--- src/rtl/ula_arbitro.sv ---
// Purpose : shares one combinational ula between two requesters with round-robin arbitration.
// Latency : grant at edge t0, result captured at edge t0+L, ack high between t0+L and t0+L+1.
// Backpr. : requesters hold req/op/a/b until ack; no request is granted while EXEC or RESP.
//
// Ports:
//   clock, reset                 - single rising-edge clock, async active-high reset
//   reqN, opN, aN, bN, ackN      - requester N (0/1): request level, ALU code, operands, ack pulse
//   resultado                    - registered result, held until the next capture
//   ocupado                      - high whenever the FSM is not IDLE
//   ulaControle, ulaA, ulaB      - registered drive of the shared ula inputs
//   ulaSaida                     - combinational result returned by the ula
module ula_arbitro #(
    parameter int unsigned LAT_MULDIV = 4
) (
    input  logic        clock,
    input  logic        reset,
    input  logic        req0,
    input  logic [3:0]  op0,
    input  logic [31:0] a0,
    input  logic [31:0] b0,
    output logic        ack0,
    input  logic        req1,
    input  logic [3:0]  op1,
    input  logic [31:0] a1,
    input  logic [31:0] b1,
    output logic        ack1,
    output logic [31:0] resultado,
    output logic        ocupado,
    output logic [3:0]  ulaControle,
    output logic [31:0] ulaA,
    output logic [31:0] ulaB,
    input  logic [31:0] ulaSaida
);

    localparam logic [3:0] OP_MUL      = 4'd12;
    localparam logic [3:0] OP_DIV      = 4'd13;
    // contador counts down to zero, so a multi-cycle op loads L-1
    localparam logic [3:0] CONT_MULDIV = 4'(LAT_MULDIV - 1);

    typedef enum logic [1:0] {
        IDLE = 2'd0,
        EXEC = 2'd1,
        RESP = 2'd2
    } estado_t;

    estado_t     estado_q, estado_d;
    logic [3:0]  contador_q, contador_d;
    logic        vencedor_q, vencedor_d;
    logic        ultimo_q, ultimo_d;
    logic [31:0] resultado_q, resultado_d;
    logic [3:0]  ctrl_q, ctrl_d;
    logic [31:0] a_q, a_d;
    logic [31:0] b_q, b_d;

    // Round-robin pick: on a tie the requester that did not win last time goes.
    logic        concede;
    logic        escolha;
    logic [3:0]  op_sel;
    logic [31:0] a_sel;
    logic [31:0] b_sel;
    logic        div_zero;

    always_comb begin
        concede = req0 | req1;
        escolha = req1 & (~req0 | ~ultimo_q);
        op_sel  = escolha ? op1 : op0;
        a_sel   = escolha ? a1  : a0;
        b_sel   = escolha ? b1  : b0;
        // the ula's own divide-by-zero output is not trusted; saturate instead
        div_zero = (ctrl_q == OP_DIV) && (b_q == 32'd0);
    end

    // State register
    always_ff @(posedge clock or posedge reset) begin
        if (reset) begin
            estado_q    <= IDLE;
            contador_q  <= 4'd0;
            vencedor_q  <= 1'b0;
            ultimo_q    <= 1'b1;
            resultado_q <= 32'd0;
            ctrl_q      <= 4'd0;
            a_q         <= 32'd0;
            b_q         <= 32'd0;
        end else begin
            estado_q    <= estado_d;
            contador_q  <= contador_d;
            vencedor_q  <= vencedor_d;
            ultimo_q    <= ultimo_d;
            resultado_q <= resultado_d;
            ctrl_q      <= ctrl_d;
            a_q         <= a_d;
            b_q         <= b_d;
        end
    end

    // Next-state logic
    always_comb begin
        estado_d    = estado_q;
        contador_d  = contador_q;
        vencedor_d  = vencedor_q;
        ultimo_d    = ultimo_q;
        resultado_d = resultado_q;
        ctrl_d      = ctrl_q;
        a_d         = a_q;
        b_d         = b_q;
        case (estado_q)
            IDLE: begin
                if (concede) begin
                    estado_d   = EXEC;
                    vencedor_d = escolha;
                    ultimo_d   = escolha;
                    ctrl_d     = op_sel;
                    a_d        = a_sel;
                    b_d        = b_sel;
                    contador_d = ((op_sel == OP_MUL) || (op_sel == OP_DIV)) ? CONT_MULDIV : 4'd0;
                end
            end
            EXEC: begin
                if (contador_q != 4'd0) begin
                    contador_d = contador_q - 4'd1;
                end else begin
                    resultado_d = div_zero ? 32'hFFFF_FFFF : ulaSaida;
                    estado_d    = RESP;
                end
            end
            RESP: begin
                estado_d = IDLE;
            end
            default: begin
                estado_d = IDLE;
            end
        endcase
    end

    // Outputs
    always_comb begin
        ack0        = (estado_q == RESP) && !vencedor_q;
        ack1        = (estado_q == RESP) &&  vencedor_q;
        ocupado     = (estado_q != IDLE);
        resultado   = resultado_q;
        ulaControle = ctrl_q;
        ulaA        = a_q;
        ulaB        = b_q;
    end

endmodule

--- config.mk ---
export PLATFORM = sky130hd
export DESIGN_NAME = ula_arbitro
export DESIGN_NICKNAME = d
export VERILOG_FILES = /design/src/rtl/ula_arbitro.sv
export SDC_FILE = /design/constraint.sdc
export NUM_CORES = 1
export LEC_CHECK = 0
export CAP_MARGIN = 20
export CELL_PAD_IN_SITES_DETAIL_PLACEMENT = 1
export CELL_PAD_IN_SITES_GLOBAL_PLACEMENT = 1
export CORE_MARGIN = 5
export CORE_UTILIZATION = 25
export CTS_CLUSTER_DIAMETER = 120
export DETAILED_ROUTE_END_ITERATION = 10
export DONT_BUFFER_PORTS = 1
export HOLD_SLACK_MARGIN = 0.05
export PLACE_DENSITY = 0.56
export SLEW_MARGIN = 5
export SYNTH_ARGS = -nofsm -noshare
export SYNTH_HDL_FRONTEND = slang
export SYNTH_SLANG_ARGS = --single-unit
--- constraint.sdc ---
create_clock -name clock -period 6 [get_ports clock]
set_clock_uncertainty 0.05 [all_clocks]
set_input_delay 1.2 -clock clock [delete_from_list [all_inputs] [get_ports clock]]
set_output_delay 1.2 -clock clock [all_outputs]
set_load 0.005 [all_outputs]
---- After elaboration in Yosys (flattened, before gate mapping) ----
Index checks and enable logic that the tools add are counted.
storage, ports and cells
  register bits ........................... 108
  input port bits ......................... 172
  output and inout bits ................... 103
  word-level logic and storage cells ...... 48
operators by class
  add/subtract/negate cells ............... 1
  equal/unequal tests ..................... 8
  multiplexer cells ....................... 11
  bitwise gates (word level) .............. 6
  reductions and logical operators ........ 14
operators by type and width
  kind                 count
  $mux 32              3
  $logic_not 32->1     1
  $eq 4x4->1 const B   3
  $mux 4               3
  $pmux 4 s2           1
  $mux 2               3
  $ne 2x2->1 const B   3
  $reduce_and 2->1     3
  $pmux 2 s2           1
  $reduce_bool 2->1    2
  $reduce_bool 4->1    1
  $sub 4x1->4 const B  1
  $logic_and 1x1->1    3
  $not 1->1            3
  $reduce_and 3->1     1
  $eq 2x1->1 const B   1
  $eq 2x2->1 const B   1
  $logic_not 2->1      1
  $or 1x1->1           2
  $and 1x1->1          1
  $logic_not 1->1      1
  $logic_or 1x1->1     1

---- Depth between registers and ports, before layout ----
Gate-level depths: netlist of the first run.
  depth after elaboration ................. 9
  gate-level depth with buffers ........... 8
  mapped depth without buffers ............ 6

---- Worst setup path before layout of the first run ----
No wires, ideal clock.
  path type ............................... input-to-reg
  start ................................... input req1
  end ..................................... register b_q[10] (netlist: ulaB[10])
  library setup time ...................... 137 ps
  data arrival time ....................... 2304 ps
  required time ........................... 5813 ps
  setup slack ............................. 3509 ps
  stages .................................. 6
  buffers on the path ..................... 3
  cells stage by stage .................... a21boi_0 buf_2 buf_2 buf_2 mux2i_1 a21oi_1
between the ends
  word-level cells in the longest chain between the ends .. 2
  elaborated cells on any way between the ends .. 4
  classes of those cells .................. mux: 1; bitwise: 2; reduce/logical: 1
RTL lines
  item                                                RTL line  text
  start, declared                                     22        input logic req1,
  $and 1x1->1 / $or 1x1->1 (equally long branches)    65, 64
  $mux 32 / $reduce_and 2->1 (equally long branches)  n/a
  end signal, assigned                                83        b_q <= 32'd0;
  end signal, assigned                                92        b_q <= b_d;
  end, declared                                       53        logic [31:0] b_q, b_d;
Several ways; a longest one is shown, not always the timed one.
A chain may end at the register's enable or synchronous reset.

---- Final worst setup path of the first run ----
  start ................................... register contador_q[0]
  end ..................................... register resultado_q[23] (netlist: resultado[23])
between the ends
  word-level cells in the longest chain between the ends .. 3
RTL lines
  item                        RTL line  text
  start, declared             47        logic [3:0] contador_q, contador_d;
  start signal, assigned      86        contador_q <= contador_d;
  $reduce_bool 4->1           119       if (contador_q != 4'd0) begin
  $not 1->1 (no line)         n/a
  $reduce_and 2->1 (no line)  n/a
  end signal, assigned        89        resultado_q <= resultado_d;
  end, declared               50        logic [31:0] resultado_q, resultado_d;
Every way passes these cells.

==> results.py, run 1 <==
metrics = {
    "run_status": {
        "outcome": "complete, no violations",
    },
    "place": {
        "hpwl_um": 10400,
        "gp_congestion": 0.719,
        "port_buffers": 0,
        "dpl_cell_area_um2": 5150,
        "post-place-ws_ps": 3000,
    },
    "synthesis": {
        "synth_fa_ha_area_frac": 0.00509,
        "synth_cell_type_count": 34,
        "yosys_warnings": 0,
        "syn_nets": 634,
        "netlist_instances": 460,
        "synth_xor_area_frac": 0,
        "synth-simple-area-share": 0.120,
        "synthMuxAreaShare": 0.208,
        "synth_compound_area_frac": 0.0830,
        "syn_area_per_cell_um2": 10.7,
        "netlist_area_um2": 4910,
        "ys_seq_area_frac": 0.550,
        "synth_top_family_by_area": "multiplexers",
        "ys_ff_latch": 108,
    },
    "die": {
        "start_util": 0.253,
        "io_pins": 275,
        "die_h_um": 150,
        "core_um2": 19400,
        "row_count": 51,
        "fp.dieArea_um2": 22600,
        "die_w_um": 150,
    },
    "clocking": {
        "clkSinkCount": 108,
        "cts-buffers-inserted": 9,
        "clkTransAtPathRegs_ps": 70,
        "cts_max_level": 3,
        "cts_tree": "done",
        "clkLatencyLatePin_ps": 350,
        "post_cts_resized": 0,
        "cts-root-buf": "clkbuf_16",
        "hold_buffers": 0,
        "cts_setup_buffers": 0,
        "cts.path.max_buffers": 2,
    },
    "worst_setup_path": {
        "cp-start-kind": "register",
        "cp_data_arrival_time_ps": 2860,
        "critPathCaptureType": "register",
        "rr_worst_depth": 8,
        "r2r_slack_ps": 3370,
        "path_class": "reg -> reg",
        "rr_startpoint": "contador_q[0]",
        "rr_endpoint": "resultado[23]",
        "required_ps": 6230,
        "path_max_fanout": 34,
    },
    "global_routing": {
        "antenna_found_initial": 0,
        "track_usage": 0.120,
        "grt_max_degree": 82,
        "grt_pass1_vias": 3805,
        "grt_overflow_total": 0,
        "grt_pass1_wl_um": 21300,
    },
    "layout": {
        "antenna_cells": 0,
        "drive_gt1_frac": 0.0686,
        "fillCellCount": 2232,
        "area_growth_pct": 12.8,
        "final_area_um2": 5540,
        "fin_nets": 621,
    },
    "pwr": {
        "p_leak_uw": 0.00250,
        "irDropWorstVdd_mv": 0.159,
        "power_density_nw_per_um2": 547,
    },
    "drt": {
        "drt-total-wl_um": 13900,
        "avgViaCountPerCell": 4.72,
        "post_drt_wl_per_cell_um": 19.4,
        "drt_first_pass_iters": 4,
        "drcViolationCount": 0,
        "ant_nets": 0,
        "vias": 3384,
        "drt_iter0_drc": 104,
    },
    "sta": {
        "hold_viol": 0,
        "period_share": 0.438,
        "relSlewSlack": 0.485,
        "drv_slew": 0,
        "setup_ws_ps": 3370,
        "fmax_mhz": 380,
        "finalSetupViolCount": 0,
        "fin_crit_ps": 2630,
        "rsz0062_at_grt": "no",
        "setup_tns_ps": 0,
        "worst_pin_slew_ps": 773,
    },
    "min_path": {
        "hp-start": "resultado[9]",
        "hp-class": "reg -> reg",
        "hold_path_depth": 2,
        "hold_end": "resultado[9]",
    },
    "run": {
        "drv_cap": 0,
    },
}
==> metal layers <==
layer	vias to the layer above	routed length (um)	track usage
li1	1562	-	-
met1	1634	5470	0.140
met2	168	6790	0.203
met3	20	1290	0.0388
met4	0	372	0.0531
met5	-	0	0
==> kinds of logic after synthesis <==
logic type / Yosys count
AND/OR/NAND/NOR: 134
AO/OA/AOI/OAI: 78
adder cells (fa/ha/maj): 2
multiplexers: 102
flip-flops: 108
buffers and inverters: 36
==> placed cells by master, fill, tap and decap left out, types with 2 or more instances in the layout <==
cell type    n
a31o_2       2
nor4b_1      3
nor2_1      73
inv_1        5
nor3b_1      2
nand2_1     36
ha_1         2
nand3b_1     4
nor3_1       2
inv_6        2
buf_16       2
mux2i_1    101
dfrtp_1    107
a21oi_1     70
buf_4        4
clkbuf_16    9
nor4_1       6
bufinv_16    2
clkinv_4     2
==> registers in the layout, summed over array words and instances, names as in the netlist <==
register	count
contador_q	4
estado_q	2
resultado	32
ulaA	32
ulaB	32
ulaControle	4
ultimo_q	1
vencedor_q	1
==> where the power goes <==
group | internal [uW] | total [uW] | switching [uW]
logic | 394 | 900 | 506
registers | 1100 | 1470 | 366
clock network | 382 | 664 | 282
total | 1880 | 3030 | 1150
==> worst max path at each step <==
stage	endpoint	depth (start not counted)	startpoint	slack (ps)
6_report	resultado[23]	8	contador_q[0]	3370
5_1_grt	ulaA[26]	5	estado_q[0]	3100
4_1_cts	resultado[25]	7	contador_q[0]	3130
3_5_place_dp	ulaA[0]	4	req1	3000
3_3_place_gp	ulaB[27]	4	req1	3070
2_1_floorplan	contador_q[0]	1	reset	1910
==> area by class of cell <==
class	instances	area, um2	share of cell area
clock buffer	10	239	0.0431
clock inverter	6	95.1	0.0172
inverter	6	25.0	0.00451
multi-input combinational	316	2060	0.372
sequential	108	2700	0.488
tap	265	332	0.0598
timing repair buffer	6	85.1	0.0153
==> cell usage after synthesis <==
library cell | count | area, um2
nor3b_1 | 2 | 15.0
nand3_1 | 1 | 5.00
a211oi_1 | 1 | 7.51
a31oi_1 | 1 | 6.26
nand2_2 | 1 | 6.26
o21a_1 | 1 | 7.51
nand3b_1 | 4 | 30.0
a21oi_1 | 70 | 350
buf_2 | 5 | 25.0
nand4_1 | 1 | 6.26
or4_1 | 1 | 7.51
a21boi_0 | 1 | 7.51
a31o_2 | 2 | 17.5
nor4b_1 | 3 | 26.3
mux2i_1 | 101 | 1010
and3_1 | 1 | 6.26
nand2b_1 | 1 | 6.26
o21ai_0 | 1 | 5.00
inv_1 | 6 | 22.5
dfrtp_1 | 107 | 2680
mux2_2 | 1 | 11.3
ha_1 | 2 | 25.0
buf_1 | 2 | 7.51
buf_6 | 3 | 33.8
nor2b_1 | 1 | 6.26
nand2_1 | 36 | 135
nor3_1 | 2 | 10.0
dfstp_2 | 1 | 26.3
nor3b_4 | 1 | 18.8
nor4_1 | 6 | 37.5
clkbuf_2 | 1 | 5.00
o22ai_1 | 1 | 6.26
nor2_1 | 73 | 274
clkbuf_1 | 19 | 71.3
==> worst max-delay path, stage by stage (launching register included) <==
cell and delay [ps]:
dfrtp_1 390, inv_1 150, ha_1 190, nor2b_1 260, nand2_2 70, buf_4 310
or4_1 820, buf_16 260, nand2_1 70
==> per-stage QoR <==
stage	total power (uW)	cells	util	hold slack, ps
final	3030	717	0.286	489
after global routing	3290	717	0.286	523
after CTS	3110	715	0.283	500
after detailed placement	2420	699	0.266	481
after global placement	2360	699	0.266	472
after floorplan	2110	460	-	434
(Power assumes the default switching activity.)
==> run 2: changes to the inputs <==
clock period = 2.7 ns   (was 6 ns; I/O delays follow)
==> run 2 against run 1 <==
Setup slack lost 2800 ps. Critical path type unchanged. Largest power group unchanged. Combinational power grew 130%. Core utilization grew 0.25 points. Critical endpoint is now resultado[16]. Global-route usage is essentially flat.
==> results.py, run 2 (same netlist as run 1, synthesis figures left out) <==
metrics = {
    "run_status": {
        "outcome": "complete, no violations",
    },
    "sta": {
        "period_share": 0.776,
        "setup_ws_ps": 604,
        "drv_slew": 0,
        "finalSetupViolCount": 0,
        "hold_viol": 0,
        "relSlewSlack": 0.606,
        "worst_pin_slew_ps": 591,
        "hold_slack_ps": 213,
        "fin_crit_ps": 2100,
        "fmax_mhz": 477,
        "rsz0062_at_grt": "no",
        "setup_tns_ps": 0,
    },
    "die": {
        "core_um2": 19400,
        "start_util": 0.253,
        "row_count": 51,
        "die_h_um": 150,
        "fp.dieArea_um2": 22600,
        "die_w_um": 150,
        "io_pins": 275,
    },
    "clocking": {
        "cts-root-buf": "clkbuf_16",
        "cts_setup_buffers": 0,
        "cts.path.max_buffers": 2,
        "post_cts_resized": 0,
        "clkSinkCount": 108,
        "hold_buffers": 1,
        "cts_tree": "done",
        "cts_max_level": 3,
        "clkTransAtPathRegs_ps": 70,
        "cts-buffers-inserted": 9,
        "clkLatencyLatePin_ps": 340,
    },
    "worst_setup_path": {
        "path_cells": "inv_1 > ha_1 > nor2b_1 > nand2_2 > or4_1 > buf_4 > nand2_1",
        "rr_startpoint": "contador_q[0]",
        "critPathCaptureType": "register",
        "critPathLaunch": "contador_q[0]",
        "cp_data_arrival_time_ps": 2320,
        "path_class": "reg -> reg",
        "max_stage_delay_ps": 530,
        "slowest_stage": "or4_1",
        "cp-start-kind": "register",
        "path_max_fanout": 32,
        "required_ps": 2930,
    },
    "place": {
        "gp_congestion": 0.737,
        "port_buffers": 0,
        "hpwl_um": 10700,
        "post-place-ws_ps": 574,
    },
    "global_routing": {
        "grt_overflow_total": 0,
        "grt_pass1_vias": 3859,
        "gr-usage-met2": 0.207,
        "busiest_layer": "met2",
        "grt_pass1_wl_um": 21100,
        "track_usage": 0.120,
        "antenna_found_initial": 0,
        "grt_max_degree": 58,
        "grt_use_met1": 0.141,
        "gr-usage-met3": 0.0358,
    },
    "drt": {
        "vias": 3387,
        "drt_iter0_drc": 121,
        "drcViolationCount": 0,
        "ant_nets": 0,
        "post_drt_wl_per_cell_um": 19.3,
        "avgViaCountPerCell": 4.70,
        "drt_first_pass_iters": 4,
        "drt-total-wl_um": 13900,
    },
    "run": {
        "drv_cap": 0,
    },
    "layout": {
        "fin_util": 0.288,
        "fin_nets": 625,
        "antenna_cells": 0,
        "layout_common_cells": "107 x dfrtp_1, 101 x mux2i_1, 73 x nor2_1, 70 x a21oi_1, 36 x nand2_1",
        "drive_gt1_frac": 0.0724,
        "fillCellCount": 2202,
        "multi_input_area_um2": 2060,
        "area_growth_pct": 13.8,
        "area.sequential_um2": 2700,
        "final_common_cell": "dfrtp_1",
    },
    "min_path": {
        "hp-class": "in -> reg",
        "hp-start": "req0",
    },
    "pwr": {
        "p_leak_uw": 0.00251,
        "p_sw_frac": 0.373,
        "power_frac_comb": 0.303,
        "netSwitchingPower_uw": 2530,
        "intPower_uw": 4250,
        "seqPwrFrac": 0.480,
        "irDropWorstVdd_mv": 0.343,
        "total_power_uw": 6780,
        "power_density_nw_per_um2": 1210,
        "clkPwrFrac": 0.218,
    },
}
run 2: through the flow:
stage / cell area [um2] / std cells
after floorplan: 4920 / 460
after global placement: 5240 / 704
after detailed placement: 5240 / 704
after CTS: 5590 / 721
after global routing: 5590 / 721
final: 5590 / 721
run 2: path summary, 6_finish.rpt:
check                                     end  cells past startpoint  slack, ps
worst max-delay path            resultado[16]                      7        600
worst min-delay path                 ultimo_q                      1        210
worst max register to register  resultado[16]                      7        600
worst min register to register  resultado[19]                      2        480
max in group asynchronous            ultimo_q                      3       1390
min in group asynchronous            ulaA[16]                      2        580
run 2: final cells by class:
| type | count | area share |
|---|---|---|
| clock buffers | 13 | 0.0483 |
| inverters | 6 | 0.00470 |
| repair buffers | 10 | 0.0228 |
| well taps | 265 | 0.0593 |
| multi-input cells | 316 | 0.369 |
| clock inverters | 3 | 0.0121 |
| flip-flops and latches | 108 | 0.484 |
run 2: worst max-delay path, delay by kind of cell, from the launching register on:
| kind | cells | cell delay [ps] |
|---|---|---|
| buffers and inverters | 2 | 380 |
| flip-flops | 1 | 380 |
| AND/OR/NAND/NOR | 4 | 1010 |
| adder cells (fa/ha/maj) | 1 | 190 |
run 2: per-layer routing:
metal  up-vias  wire length, um
li1       1567                -
met1      1657             5540
met2       150             7050
met3        13             1140
met4         0              218
met5         -                0
run 2: power by group through the flow:
stage          sequential, uW  clock, uW  combinational, uW
2_1_floorplan            3000          0               1700
3_3_place_gp             3300          0               1980
3_5_place_dp             3320          0               2100
4_1_cts                  3290       1560               2110
5_1_grt                  3370       1620               2360
6_report                 3250       1480               2050
